[src/rtl/parking_pkg.sv]
// Shared definitions for the parking gate: key codes, PIN width and the
// pin_entry state encoding.
package parking_pkg;

    localparam int         PIN_W         = 7;
    localparam logic [3:0] KEY_MAX_DIGIT = 4'd9;
    localparam logic [3:0] KEY_CLEAR     = 4'hA;
    localparam logic [3:0] KEY_ENTER     = 4'hB;

    typedef enum logic [2:0] {
        PE_IDLE      = 3'b001,
        PE_ONE_DIGIT = 3'b010,
        PE_FULL      = 3'b100
    } pe_state_t;

    function automatic logic [1:0] pe_digit_cnt(input pe_state_t s);
        case (s)
            PE_ONE_DIGIT: pe_digit_cnt = 2'd1;
            PE_FULL:      pe_digit_cnt = 2'd2;
            default:      pe_digit_cnt = 2'd0;
        endcase
    endfunction

endpackage

[src/rtl/entry_timer.sv]
// Inactivity timer for pin_entry: counts cycles while run is high, pulses
// expired on the edge the count reaches TIMEOUT_CYCLES, then saturates.
module entry_timer #(
    parameter int TIMEOUT_CYCLES = 1000
) (
    input  logic clock,
    input  logic reset,
    input  logic restart,
    input  logic run,
    output logic expired
);

    localparam int                CNT_W    = $clog2(TIMEOUT_CYCLES + 1);
    localparam logic [CNT_W-1:0]  CNT_LAST = CNT_W'(TIMEOUT_CYCLES - 1);
    localparam logic [CNT_W-1:0]  CNT_SAT  = CNT_W'(TIMEOUT_CYCLES);

    logic [CNT_W-1:0] r_count;

    always_ff @(posedge clock or negedge reset) begin
        if (!reset) begin
            r_count <= '0;
        end else if (restart || !run) begin
            r_count <= '0;
        end else if (r_count != CNT_SAT) begin
            r_count <= r_count + CNT_W'(1);
        end
    end

    // High during the cycle whose closing edge brings the count to the limit.
    assign expired = run && (r_count == CNT_LAST);

endmodule

[src/rtl/pin_entry.sv]
// Keypad front-end: gathers two decimal digits, submits them as a binary PIN
// on ENTER, and aborts partial entries on CLEAR, timeout or loss of enable.
module pin_entry
    import parking_pkg::*;
#(
    parameter int TIMEOUT_CYCLES = 1000
) (
    input  logic             clock,
    input  logic             reset,
    input  logic             enable,
    input  logic             key_valid,
    input  logic [3:0]       key_code,
    output logic [PIN_W-1:0] pin,
    output logic             pin_valid,
    output logic             entry_err,
    output logic [1:0]       digit_cnt
);

    pe_state_t        r_state;
    pe_state_t        w_state_nxt;
    logic [PIN_W-1:0] r_acc;
    logic [PIN_W-1:0] w_acc_nxt;
    logic [PIN_W-1:0] w_acc_x10;
    logic [PIN_W-1:0] w_key_val;
    logic             w_is_digit;
    logic             w_is_clear;
    logic             w_is_enter;
    logic             w_restart;
    logic             w_run;
    logic             w_expired;
    logic             w_pin_load;
    logic             w_err;

    assign w_is_digit = key_valid && (key_code <= KEY_MAX_DIGIT);
    assign w_is_clear = key_valid && (key_code == KEY_CLEAR);
    assign w_is_enter = key_valid && (key_code == KEY_ENTER);
    assign w_key_val  = PIN_W'(key_code);
    assign w_acc_x10  = (r_acc << 3) + (r_acc << 1);
    assign w_run      = enable && (r_state != PE_IDLE);

    entry_timer #(
        .TIMEOUT_CYCLES(TIMEOUT_CYCLES)
    ) u_timer (
        .clock  (clock),
        .reset  (reset),
        .restart(w_restart),
        .run    (w_run),
        .expired(w_expired)
    );

    always_ff @(posedge clock or negedge reset) begin
        if (!reset) begin
            r_state   <= PE_IDLE;
            r_acc     <= '0;
            pin       <= '0;
            pin_valid <= 1'b0;
            entry_err <= 1'b0;
            digit_cnt <= 2'd0;
        end else begin
            r_state   <= w_state_nxt;
            r_acc     <= w_acc_nxt;
            pin_valid <= w_pin_load;
            entry_err <= w_err;
            digit_cnt <= pe_digit_cnt(w_state_nxt);
            if (w_pin_load) begin
                pin <= r_acc;
            end
        end
    end

    // Keys take priority over a coinciding timer expiry; a digit in FULL is
    // not an accepted key, so it neither restarts the timer nor masks expiry.
    always_comb begin
        w_state_nxt = r_state;
        w_acc_nxt   = r_acc;
        w_restart   = 1'b0;
        w_pin_load  = 1'b0;
        w_err       = 1'b0;

        if (!enable) begin
            w_state_nxt = PE_IDLE;
            w_acc_nxt   = '0;
        end else begin
            case (r_state)
                PE_IDLE: begin
                    if (w_is_digit) begin
                        w_acc_nxt   = w_key_val;
                        w_state_nxt = PE_ONE_DIGIT;
                        w_restart   = 1'b1;
                    end
                end
                PE_ONE_DIGIT: begin
                    if (w_is_digit) begin
                        w_acc_nxt   = w_acc_x10 + w_key_val;
                        w_state_nxt = PE_FULL;
                        w_restart   = 1'b1;
                    end else if (w_is_enter) begin
                        w_err       = 1'b1;
                        w_acc_nxt   = '0;
                        w_state_nxt = PE_IDLE;
                    end else if (w_is_clear) begin
                        w_restart   = 1'b1;
                        w_acc_nxt   = '0;
                        w_state_nxt = PE_IDLE;
                    end else if (w_expired) begin
                        w_err       = 1'b1;
                        w_acc_nxt   = '0;
                        w_state_nxt = PE_IDLE;
                    end
                end
                PE_FULL: begin
                    if (w_is_enter) begin
                        w_pin_load  = 1'b1;
                        w_acc_nxt   = '0;
                        w_state_nxt = PE_IDLE;
                    end else if (w_is_clear) begin
                        w_restart   = 1'b1;
                        w_acc_nxt   = '0;
                        w_state_nxt = PE_IDLE;
                    end else if (w_expired) begin
                        w_err       = 1'b1;
                        w_acc_nxt   = '0;
                        w_state_nxt = PE_IDLE;
                    end
                end
                default: begin
                    w_acc_nxt   = '0;
                    w_state_nxt = PE_IDLE;
                end
            endcase
        end
    end

endmodule

[config.mk]
export PLATFORM = sky130hd
export DESIGN_NAME = pin_entry
export DESIGN_NICKNAME = d
export VERILOG_FILES = /design/src/rtl/parking_pkg.sv /design/src/rtl/entry_timer.sv /design/src/rtl/pin_entry.sv
export SDC_FILE = /design/constraint.sdc
export NUM_CORES = 1
export LEC_CHECK = 0
export BUFFER_PORTS_ARGS = -buffer_cell sky130_fd_sc_hd__buf_2
export CAP_MARGIN = 10
export CORE_MARGIN = 3
export CORE_UTILIZATION = 45
export CTS_BUF_LIST = sky130_fd_sc_hd__clkbuf_4 sky130_fd_sc_hd__clkbuf_8
export DETAILED_ROUTE_END_ITERATION = 6
export PLACE_DENSITY = 0.68
export SKIP_CTS_REPAIR_TIMING = 1
export SLEW_MARGIN = 10
export SYNTH_ARGS = -nofsm -noshare
export SYNTH_HDL_FRONTEND = slang
export SYNTH_SLANG_ARGS = --single-unit
[constraint.sdc]
create_clock -name clock -period 2.8 [get_ports clock]
set_clock_uncertainty 0.1 [all_clocks]
set_input_delay 0.56 -clock clock [delete_from_list [all_inputs] [get_ports clock]]
set_output_delay 0.56 -clock clock [all_outputs]
set_load 0.01 [all_outputs]
==> summary.txt, run 1 <==
Outcome
  • Outcome: completed

Synth
  • Syn_area_per_cell: between 10 and 15 µm²
  • Synth Warn #: 0
  • Cells after Synth: between 150 and 200
  • Synth Register Bits: 31
  • Post-Syn Area: 1680 µm²
  • Register area share after synthesis: 46.3%
  • Synth cell types: 37
  • Post-synth EDFFs: 0
  • Top FF cell, synth: dfrtp_1
  • Largest cells by area after synthesis: dfrtp_1, ha_1, mux2_2, xnor2_1, o2bb2ai_1
  • Dominant cell type by area after synthesis: dfrtp_1
  • Yosys top cell area share: roughly 45%
  • Syn nets: about 180
  • Share of flip-flops with an asynchronous set or reset: 100%

Timing
  • Max_slew headroom: 55.5%
  • Fin crit period: roughly 2.2 ns
  • Fin. Hold Viols: 0
  • Max-slew violation count: 0
  • Total Neg Setup Slack: 0 ns
  • Final worst path period share: 78.5%
  • Setup violators final: 0
  • Worst-margin pin slew: 0.667 ns
  • RSZ-0062 raised after global routing: false
  • Max Clock Freq: 0.455 GHz

Detailed routing
  • DR iter-0 viols: 86
  • Met3 wire length: ~120 µm
  • WL met1: 1500 µm
  • Met2 WL: about 1600 µm
  • Average wire per standard cell: 14.4 µm
  • First drt pass iteration count: 4
  • Top sig layer: met4
  • Via count: between 1k and 1.5k
  • Aggregate routed wire length: 3250 µm
  • Vias per inst: 5.43
  • DRC viols: 0
  • Antenna Nets Post-Route: 0

Global route
  • Antenna violations before repair: 0
  • First-pass GRT wire length: 5580 µm
  • Largest net degree at the start of global routing: 32
  • GRT Util Overall: 16.5%
  • Global route overflow: 0
  • Vias in the first global route: 1,273

Layout
  • Fillers: 329
  • Reg area: 777 µm²
  • Number of nets in the layout: 200
  • Commonest cells after routing, fill and taps aside: dfrtp_1, buf_2, nor2_1
  • Commonest non-fill, non-tap cell in the layout: dfrtp_1
  • Antenna cell count: 0
  • Synth-to-Final Area Change: 12.8%
  • Multi-input logic area: 846 µm²
  • Share of post-route cells with drive strength above 1: around a fifth
  • Fin cells: 225

Clock tree
  • Sink Count: 31
  • Root Driver: clkbuf_8
  • Clk Latency, worst-skew pair: 0.27 ns
  • CTS tree: done
  • Max clock buf depth: 2
  • Num CTS Buffers: 5
  • CTS HTree Levels: 2
  • Reg clk slew, reported paths: roughly 0.06 ns

Worst setup path
  • Crit end category: flop
  • CP peak stage delay: 0.59 ns
  • Worst Setup EP: r_acc[5]
  • Reg2reg start: r_acc[0]
  • Worst Path Arrival: 2.25 ns
  • R2R cell count: 8
  • WS Path Type: in2reg
  • Critical path buffer and inverter count: 3
  • R2r endpoint: r_acc[5]
  • CP Launch Type: input pin
  • Cell Chain, Critical Path: buf_2 -> inv_1 -> fa_1 -> inv_1 -> ha_1 -> a21o_1 -> a21oi_1 -> xor2_1 -> o2bb2ai_1
  • Crit path max-delay family: adder cells
  • Critical path depth: 9
  • Cell mode on critical path: inv_1
  • Worst setup path startpoint: key_code[3]
  • Worst Path Required: around 2.9 ns
  • Worst R2R Setup Slack: 0.61 ns
  • Crit-path max FO: 4
  • Worst path slowest cell: fa_1

Power
  • Cell internal pwr: 663 µW
  • Comb power frac: 9.9%
  • Share of power burned in registers: a little over half
  • Cell area power density: 458 nW/µm²
  • Pleak: 0.896 nW
  • Switching Share: around a quarter
  • Clk pwr share: 36.5%
  • P_sw: 204 µW
  • Peak supply drop: 0.380 mV

Floorplanning
  • Chip Width: ~67 µm
  • Chip Height: approximately 67 µm
  • Row Count: 21
  • Core area: approximately 3500 µm²
  • IO Count: 19
  • Initial Utilization: 48.3%
  • Die Area: around 4500 µm²

Place
  • DP HPWL: 2480 µm
  • Number of placed cells counting well taps: approximately 220
  • Port Buffer Count: 18
  • Routability cong.: 0.911

Min path
  • Hold Crit Class: in2async

Job
  • Max_cap viols: 0
## stage by stage
step           instance area (µm²)  utilization (%)  setup WS [ns]  total power, mW  hold WS [ns]
6_report                      1890             54.5          0.602            0.867         0.214
4_1_cts                       1890             54.5          0.593            0.877         0.239
2_1_floorplan                 1680                -          0.560            0.525         0.164
3_3_place_gp                  1820             52.3          0.398            0.556         0.385
3_5_place_dp                  1820             52.3          0.332            0.559         0.389
5_1_grt                       1890             54.5          0.462            0.905         0.265
## cell usage after synthesis (all sizes together), types with 2 or more instances
| library cell | instances |
|---|---|
| a21o | 2 |
| a21oi | 5 |
| a22oi | 2 |
| dfrtp | 30 |
| fa | 2 |
| ha | 10 |
| inv | 12 |
| mux2 | 7 |
| nand2 | 9 |
| nand2b | 3 |
| nand3 | 5 |
| nand4 | 3 |
| nor2 | 16 |
| nor2b | 2 |
| nor3 | 4 |
| nor3b | 2 |
| o21ai | 5 |
| o2bb2ai | 7 |
| or3 | 2 |
| xnor2 | 8 |
| xor2 | 7 |
## registers in the layout, indices dropped and copies added (netlist names)
name,count
r_state,3
pin_valid,1
entry_err,1
u_timer.r_count,10
pin,7
r_acc,7
digit_cnt,2
## power groups by stage
stage          logic (mW)  registers, mW  clock network (mW)
2_1_floorplan      0.0552          0.470                   0
3_3_place_gp       0.0831          0.472                   0
3_5_place_dp       0.0864          0.472                   0
4_1_cts            0.0870          0.465               0.325
5_1_grt            0.0980          0.466               0.342
6_report           0.0862          0.464               0.316
## cells by family after synthesis
logic type	after synthesis	share of synthesized area, %
AO/OA/AOI/OAI	29	13.4
flip-flops	31	46.3
XOR/XNOR	15	7.84
adder cells (fa/ha/maj)	12	9.85
multiplexers	8	5.30
buffers and inverters	14	3.21
AND/OR/NAND/NOR	48	14.1
## cell type report
type,instances,share of cell area (%)
multi-input cells,112,44.7
flip-flops and latches,31,41.1
repair buffers,18,4.76
clock buffers,6,4.03
well taps,46,3.04
inverters,12,2.38
## worst reg2reg max path, stage by stage (launching register included)
cell and delay, ns:
dfrtp_1 0.40, inv_1 0.08, fa_1 0.56, inv_1 0.06, ha_1 0.28, a21o_1 0.15, a21oi_1 0.17, xor2_1 0.18
o2bb2ai_1 0.09
## metal layers
layer / track usage, % / up-vias
met1: 20.6 / 600
met2: 27.6 / 26
met3: 3.88 / 7
met4: 6.08 / 0
li1: - / 589
met5: 0 / -
## how the worst min path moves through the flow
stage	startpoint	end	slack [ns]	cells past startpoint
global placement	pin[4]	pin[4]	0.39	1
CTS	reset	r_state[1]	0.24	1
detailed placement	pin[2]	pin[2]	0.39	1
global route	reset	r_state[1]	0.26	1
floorplan	reset	digit_cnt[0]	0.16	0
finish	reset	r_state[1]	0.21	1
Note: power is estimated with default switching activity, not from simulation.
==> run 2: changes to the inputs <==
--- a/config.mk
+++ b/config.mk
@@ -11,7 +11,7 @@
 export CORE_UTILIZATION = 45
 export CTS_BUF_LIST = sky130_fd_sc_hd__clkbuf_4 sky130_fd_sc_hd__clkbuf_8
 export DETAILED_ROUTE_END_ITERATION = 6
-export PLACE_DENSITY = 0.68
+export PLACE_DENSITY = 0.7
 export SKIP_CTS_REPAIR_TIMING = 1
 export SLEW_MARGIN = 10
 export SYNTH_ARGS = -nofsm -noshare
==> constraint.sdc (replaced) <==
create_clock -name clock -period 1.91 [get_ports clock]
set_clock_uncertainty 0.1 [all_clocks]
set_input_delay 0.382 -clock clock [delete_from_list [all_inputs] [get_ports clock]]
set_output_delay 0.382 -clock clock [all_outputs]
set_load 0.01 [all_outputs]
==> run 2 against run 1 <==
Compared with the run above: the flow now finishes with violations (negative setup slack); routed wire length increased by 11%; sequential power increased by 46%; register-to-register slack got worse by 0.79 ns; sequential share of layout area decreased by 4.9 points; combinational power increased by 100%; largest cell class unchanged.
==> summary.txt, run 2 (synthesis gave the netlist of run 1 again) <==
Timing
  • Fin. Hold Viols: 0 (unchanged)
  • Max_slew headroom: 54.7% (-0.80 points)
  • Fin crit period: between 2 and 2.5 ns
  • Final worst path period share: 109%
  • Worst-margin pin slew: 0.679 ns (+0.0120 ns)
  • Final worst slack: -0.177 ns (-0.780 ns)
  • RSZ-0062 raised after global routing: true
  • Setup violators final: 3 (+3)
  • Max-slew violation count: 0 (unchanged)
  • Max Clock Freq: ~0.48 GHz

Global route
  • Global route overflow: 0 (unchanged)
  • Largest net degree at the start of global routing: 32 (unchanged)
  • Met2 Resource Use GR: 32.6% (+5.0 points)
  • Met1 Track Usage GR: 23.1% (+2.6 points)
  • First-pass GRT wire length: 6320 µm (+13%)
  • GRT busiest layer: met2
  • Vias in the first global route: 1,352 (+6.2%)
  • GR Util met3: 3.71% (-0.17 points)
  • Antenna violations before repair: 0 (unchanged)
  • GRT Util Overall: 19.0% (+2.5 points)

Floorplanning
  • Chip Height: 67.0 µm (unchanged)
  • Core area: 3470 µm² (unchanged)
  • IO Count: 19 (unchanged)
  • Row Count: 21 (unchanged)
  • Die Area: 4490 µm² (unchanged)
  • Initial Utilization: 48.3% (unchanged)
  • Chip Width: 67.0 µm (unchanged)

Layout
  • Synth-to-Final Area Change: 28.1%
  • Fin cells: 248 (+10%)
  • Number of nets in the layout: 222 (+11%)
  • Top Registers: u_timer.r_count (10), pin (7), r_acc (7)
  • Commonest non-fill, non-tap cell in the layout: dfrtp_1
  • Fillers: 306 (-7.0%)
  • Biggest register: u_timer.r_count
  • Post-route cell area: 2150 µm² (+13%)
  • Max reg flops: 10 (unchanged)
  • Share of post-route cells with drive strength above 1: 34.7% (+14 points)
  • Commonest cells after routing, fill and taps aside: dfrtp_1, buf_4, buf_2
  • Antenna cell count: 0 (unchanged)

Detailed routing
  • Via count: 1,330 (+8.8%)
  • Average wire per standard cell: 14.6 µm (+0.92%)
  • Aggregate routed wire length: 3620 µm (+11%)
  • First drt pass iteration count: 4 (unchanged)
  • DR iter-0 viols: 69 (-20%)
  • DRC viols: 0 (unchanged)
  • Vias per inst: 5.36 (-1.3%)
  • Antenna Nets Post-Route: 0 (unchanged)

Place
  • Placed cell area: 1990 µm² (+9.6%)
  • Routability cong.: 0.849 (-6.8%)
  • Port Buffer Count: 18 (unchanged)
  • Number of placed cells counting well taps: 241 (+10%)
  • DP HPWL: 2820 µm (+14%)
  • Place WS: -0.229 ns (-0.560 ns)

Worst setup path
  • Worst Path Arrival: 2.15 ns (-0.10 ns)
  • Crit path max-delay family: adder cells
  • Worst path slowest cell: fa_1
  • Worst Path Required: 1.97 ns (-0.88 ns)
  • WS Path Type: reg2reg
  • CP Launch Type: flop
  • Crit end category: flop
  • Cell Chain, Critical Path: inv_2 -> fa_1 -> inv_1 -> ha_1 -> a21o_1 -> a21oi_2 -> xor2_1 -> o2bb2ai_2
  • Critical path buffer and inverter count: 2 (-1)
  • Crit-path max FO: 2 (-2)
  • CP peak stage delay: 0.55 ns (-0.04 ns)

Power
  • Cell internal pwr: 1.14 mW (+72%)
  • P_sw: 332 µW (+63%)
  • Share of power burned in registers: 46.0% (-7.6 points)
  • Clk pwr share: 42.2% (+5.7 points)
  • Cell area power density: 687 nW/µm² (+50%)
  • Pleak: 1.04 nW (+16%)
  • Peak supply drop: 0.289 mV (-24%)
  • Comb power frac: 11.9% (+2.0 points)
  • Switching Share: 22.5% (-0.99 points)

Min path
  • Hold Crit Class: in2async

Job
  • Max_cap viols: 0 (unchanged)

Clock tree
  • Root Driver: clkbuf_8
  • Reg clk slew, reported paths: 0.07 ns (about the same)
  • Num CTS Buffers: 5 (unchanged)
  • Sink Count: 31 (unchanged)
  • Max clock buf depth: 2 (unchanged)
  • CTS tree: done
  • Clk Latency, worst-skew pair: 0.27 ns (about the same)
  • CTS HTree Levels: 2 (unchanged)

Outcome
  • Outcome: finished, violations left
  • Failing checks: negative setup slack
-- run 2: cell types whose count changed in the layout (fill, tap and decap cells not counted), moves of 2 or more --
| cell | change |
|---|---|
| ha_1 | -2 |
| a21oi_1 | -2 |
| a21oi_2 | +2 |
| inv_2 | +3 |
| buf_4 | +21 |
| inv_1 | -3 |
-- run 2: final timing paths --
path / start / end / slack, ns / cells past startpoint
worst min register to register: r_acc[6] / r_acc[6] / 0.39 / 1
worst max-delay path: r_acc[0] / r_acc[5] / -0.18 / 8
min in group clock: enable / r_state[0] / 0.22 / 2
worst min-delay path: reset / r_state[2] / 0.04 / 1
worst max register to register: r_acc[0] / r_acc[5] / -0.18 / 8
max in group asynchronous: reset / pin[3] / 1.23 / 1
-- run 2: final cells by class --
class	count	area, µm²	share of cell area, %
Clock buffer	6	76.3	3.55
Clock inverter	1	30.0	1.40
Inverter	12	45.0	2.10
Multi-Input combinational cell	112	902	42.0
Sequential cell	31	777	36.2
Tap cell	46	57.6	2.68
Timing Repair Buffer	40	259	12.1
-- run 2: routing by layer --
layer | wire length (µm) | share of wire [%] | up-vias
li1 | - | - | 642
met1 | 1540 | 43 | 653
met2 | 1900 | 53 | 29
met3 | 115 | 3.2 | 6
met4 | 56 | 1.5 | 0
met5 | 0 | 0 | -
-- run 2: power groups by stage --
stage / clock network (mW) / logic [mW] / registers [mW]
floorplan: 0 / 0.0820 / 0.689
global placement: 0 / 0.158 / 0.689
detailed placement: 0 / 0.167 / 0.689
CTS: 0.634 / 0.169 / 0.677
global route: 0.660 / 0.198 / 0.679
finish: 0.622 / 0.175 / 0.678
-- run 2: per-stage QoR --
stage / hold WS, ns / util [%] / TNS (ns) / power, mW
after CTS: 0.0604 / 60.5 / -0.479 / 1.48
after global placement: 0.346 / 57.4 / -0.434 / 0.847
after detailed placement: 0.357 / 57.4 / -0.814 / 0.856
final: 0.0414 / 61.9 / -0.294 / 1.48
after global routing: 0.0936 / 61.9 / -0.655 / 1.54
after floorplan: -0.0136 / - / -0.0910 / 0.771
==> run 3: changes to the inputs <==
--- a/config.mk
+++ b/config.mk
@@ -12,6 +12,7 @@
 export CTS_BUF_LIST = sky130_fd_sc_hd__clkbuf_4 sky130_fd_sc_hd__clkbuf_8
 export DETAILED_ROUTE_END_ITERATION = 6
 export PLACE_DENSITY = 0.7
+export RECOVER_POWER = 25
 export SKIP_CTS_REPAIR_TIMING = 1
 export SLEW_MARGIN = 10
 export SYNTH_ARGS = -nofsm -noshare
==> run 3 against run 2 <==
Compared with the run above: the run ends with max-capacitance violations, max-slew violations, negative setup slack left; register-to-register slack is essentially flat; combinational power is essentially flat; maximum frequency is the same; largest cell class unchanged; core utilization is essentially flat; sequential share of layout area is essentially flat; setup slack is the same.
==> summary.txt, run 3 (synthesis gave the netlist of run 1 again) <==
Timing
  • Worst hold slack: 0.218 ns (+0.176 ns)
  • Fin crit period: 2.09 ns (unchanged)
  • Max-slew violation count: 32 (+32)
  • RSZ-0062 raised after global routing: true
  • Final worst slack: -0.177 ns (unchanged)
  • Fin. Hold Viols: 0 (unchanged)
  • Final worst path period share: 109% (unchanged)
  • Setup violators final: 3 (unchanged)
  • Max Clock Freq: 0.479 GHz (unchanged)
  • Max_slew headroom: -8.16% (-63 points)
  • Worst-margin pin slew: 1.62 ns (+0.943 ns)

Detailed routing
  • Average wire per standard cell: 14.6 µm (unchanged)
  • DRC viols: 0 (unchanged)
  • First drt pass iteration count: 4 (unchanged)
  • Aggregate routed wire length: 3620 µm (unchanged)
  • Via count: 1,330 (unchanged)
  • Vias per inst: 5.36 (unchanged)
  • DR iter-0 viols: 69 (unchanged)
  • Antenna Nets Post-Route: 0 (unchanged)

Power
  • Peak supply drop: 0.289 mV (about the same)
  • Pleak: 1.04 nW (-0.26%)
  • Cell area power density: 687 nW/µm² (about the same)
  • Overall power: 1.47 mW (about the same)

Floorplanning
  • Chip Width: 67.0 µm (unchanged)
  • IO Count: 19 (unchanged)
  • Core area: 3470 µm² (unchanged)
  • Row Count: 21 (unchanged)
  • Die Area: 4490 µm² (unchanged)
  • Chip Height: 67.0 µm (unchanged)
  • Initial Utilization: 48.3% (unchanged)

Layout
  • Fin cells: 248 (unchanged)
  • Synth-to-Final Area Change: 28.0% (about the same)
  • Biggest register: u_timer.r_count
  • Commonest cells after routing, fill and taps aside: dfrtp_1, buf_4, buf_2
  • Fin util: 61.9% (about the same)
  • Max reg flops: 10 (unchanged)
  • Antenna cell count: 0 (unchanged)
  • Commonest non-fill, non-tap cell in the layout: dfrtp_1
  • Number of nets in the layout: 222 (unchanged)
  • Share of post-route cells with drive strength above 1: 34.2% (-0.50 points)
  • Top Registers: u_timer.r_count (10), pin (7), r_acc (7)

Worst setup path
  • CP Launch Type: flop
  • Crit end category: flop
  • Worst R2R Setup Slack: -0.18 ns (about the same)
  • Worst Path Required: 1.97 ns (about the same)
  • Crit-path max FO: 2 (unchanged)
  • Worst Path Arrival: 2.15 ns (about the same)
  • WS Path Type: reg2reg

Global route
  • Vias in the first global route: 1,352 (unchanged)
  • GRT Util Overall: 19.0% (unchanged)
  • First-pass GRT wire length: 6320 µm (unchanged)
  • Global route overflow: 0 (unchanged)
  • Largest net degree at the start of global routing: 32 (unchanged)
  • Antenna violations before repair: 0 (unchanged)

Clock tree
  • Clk Latency, worst-skew pair: 0.27 ns (about the same)
  • Root Driver: clkbuf_8
  • Sink Count: 31 (unchanged)
  • Max clock buf depth: 2 (unchanged)
  • CTS HTree Levels: 2 (unchanged)
  • Reg clk slew, reported paths: 0.07 ns (about the same)
  • Num CTS Buffers: 5 (unchanged)
  • CTS tree: done

Place
  • Port Buffer Count: 18 (unchanged)
  • DP HPWL: 2820 µm (unchanged)
  • Routability cong.: 0.849 (unchanged)
  • Number of placed cells counting well taps: 241 (unchanged)
  • Place WS: -0.229 ns (unchanged)

Outcome
  • Outcome: finished, violations left
  • Failing checks: max-capacitance violations, max-slew violations, negative setup slack

Job
  • Max_cap viols: 1 (+1)

Min path
  • Hold Crit Class: in2reg
==> run 3: cell counts in the layout (fill, tap and decap cells not counted) <==
Identical to the previous run, type by type.
==> run 3: power breakdown <==
group          internal (mW)  leakage [nW]  switching (mW)  total, mW
sequential             0.668         0.427          0.0102      0.678
clock                  0.396        0.0547           0.226      0.622
combinational         0.0793         0.556          0.0958      0.175
==> run 3: worst max-delay path, stage by stage, from the launching register on <==
cell and delay (ns):
dfrtp_1 0.38, inv_2 0.05, fa_1 0.55, inv_1 0.06
ha_1 0.26, a21o_1 0.19, a21oi_2 0.12, xor2_1 0.19
o2bb2ai_2 0.07
==> run 3: worst paths after layout <==
check                         start         end  depth (start not counted)
setup / recovery           r_acc[0]    r_acc[5]                          8
hold / removal               enable  r_state[0]                          2
setup reg to reg           r_acc[0]    r_acc[5]                          8
hold reg to reg            r_acc[6]    r_acc[6]                          1
max in group asynchronous     reset      pin[3]                          1
min in group asynchronous     reset  r_state[2]                          1
==> run 3: cell type report <==
cell class | count | area [µm²]
Fill cell | 305 | 1320
Multi-Input combinational cell | 112 | 902
Sequential cell | 31 | 777
Timing Repair Buffer | 40 | 258
Clock buffer | 6 | 76.3
Tap cell | 46 | 57.6
Inverter | 12 | 45.0
Clock inverter | 1 | 30.0
==> run 3: metrics by stage <==
stage,setup TNS (ns),cell area (µm²)
global route,-1.22,2150
detailed placement,-0.814,1990
global placement,-0.434,1990
floorplan,-0.0910,1690
finish,-0.294,2150
CTS,-0.479,2100
==> run 3: per-layer routing <==
layer	GRT usage, %	up-vias	share of wire (%)
met3	3.71	6	3.2
met4	7.59	0	1.5
met1	23.1	653	43
li1	-	642	-
met2	32.6	29	53
met5	0	-	0
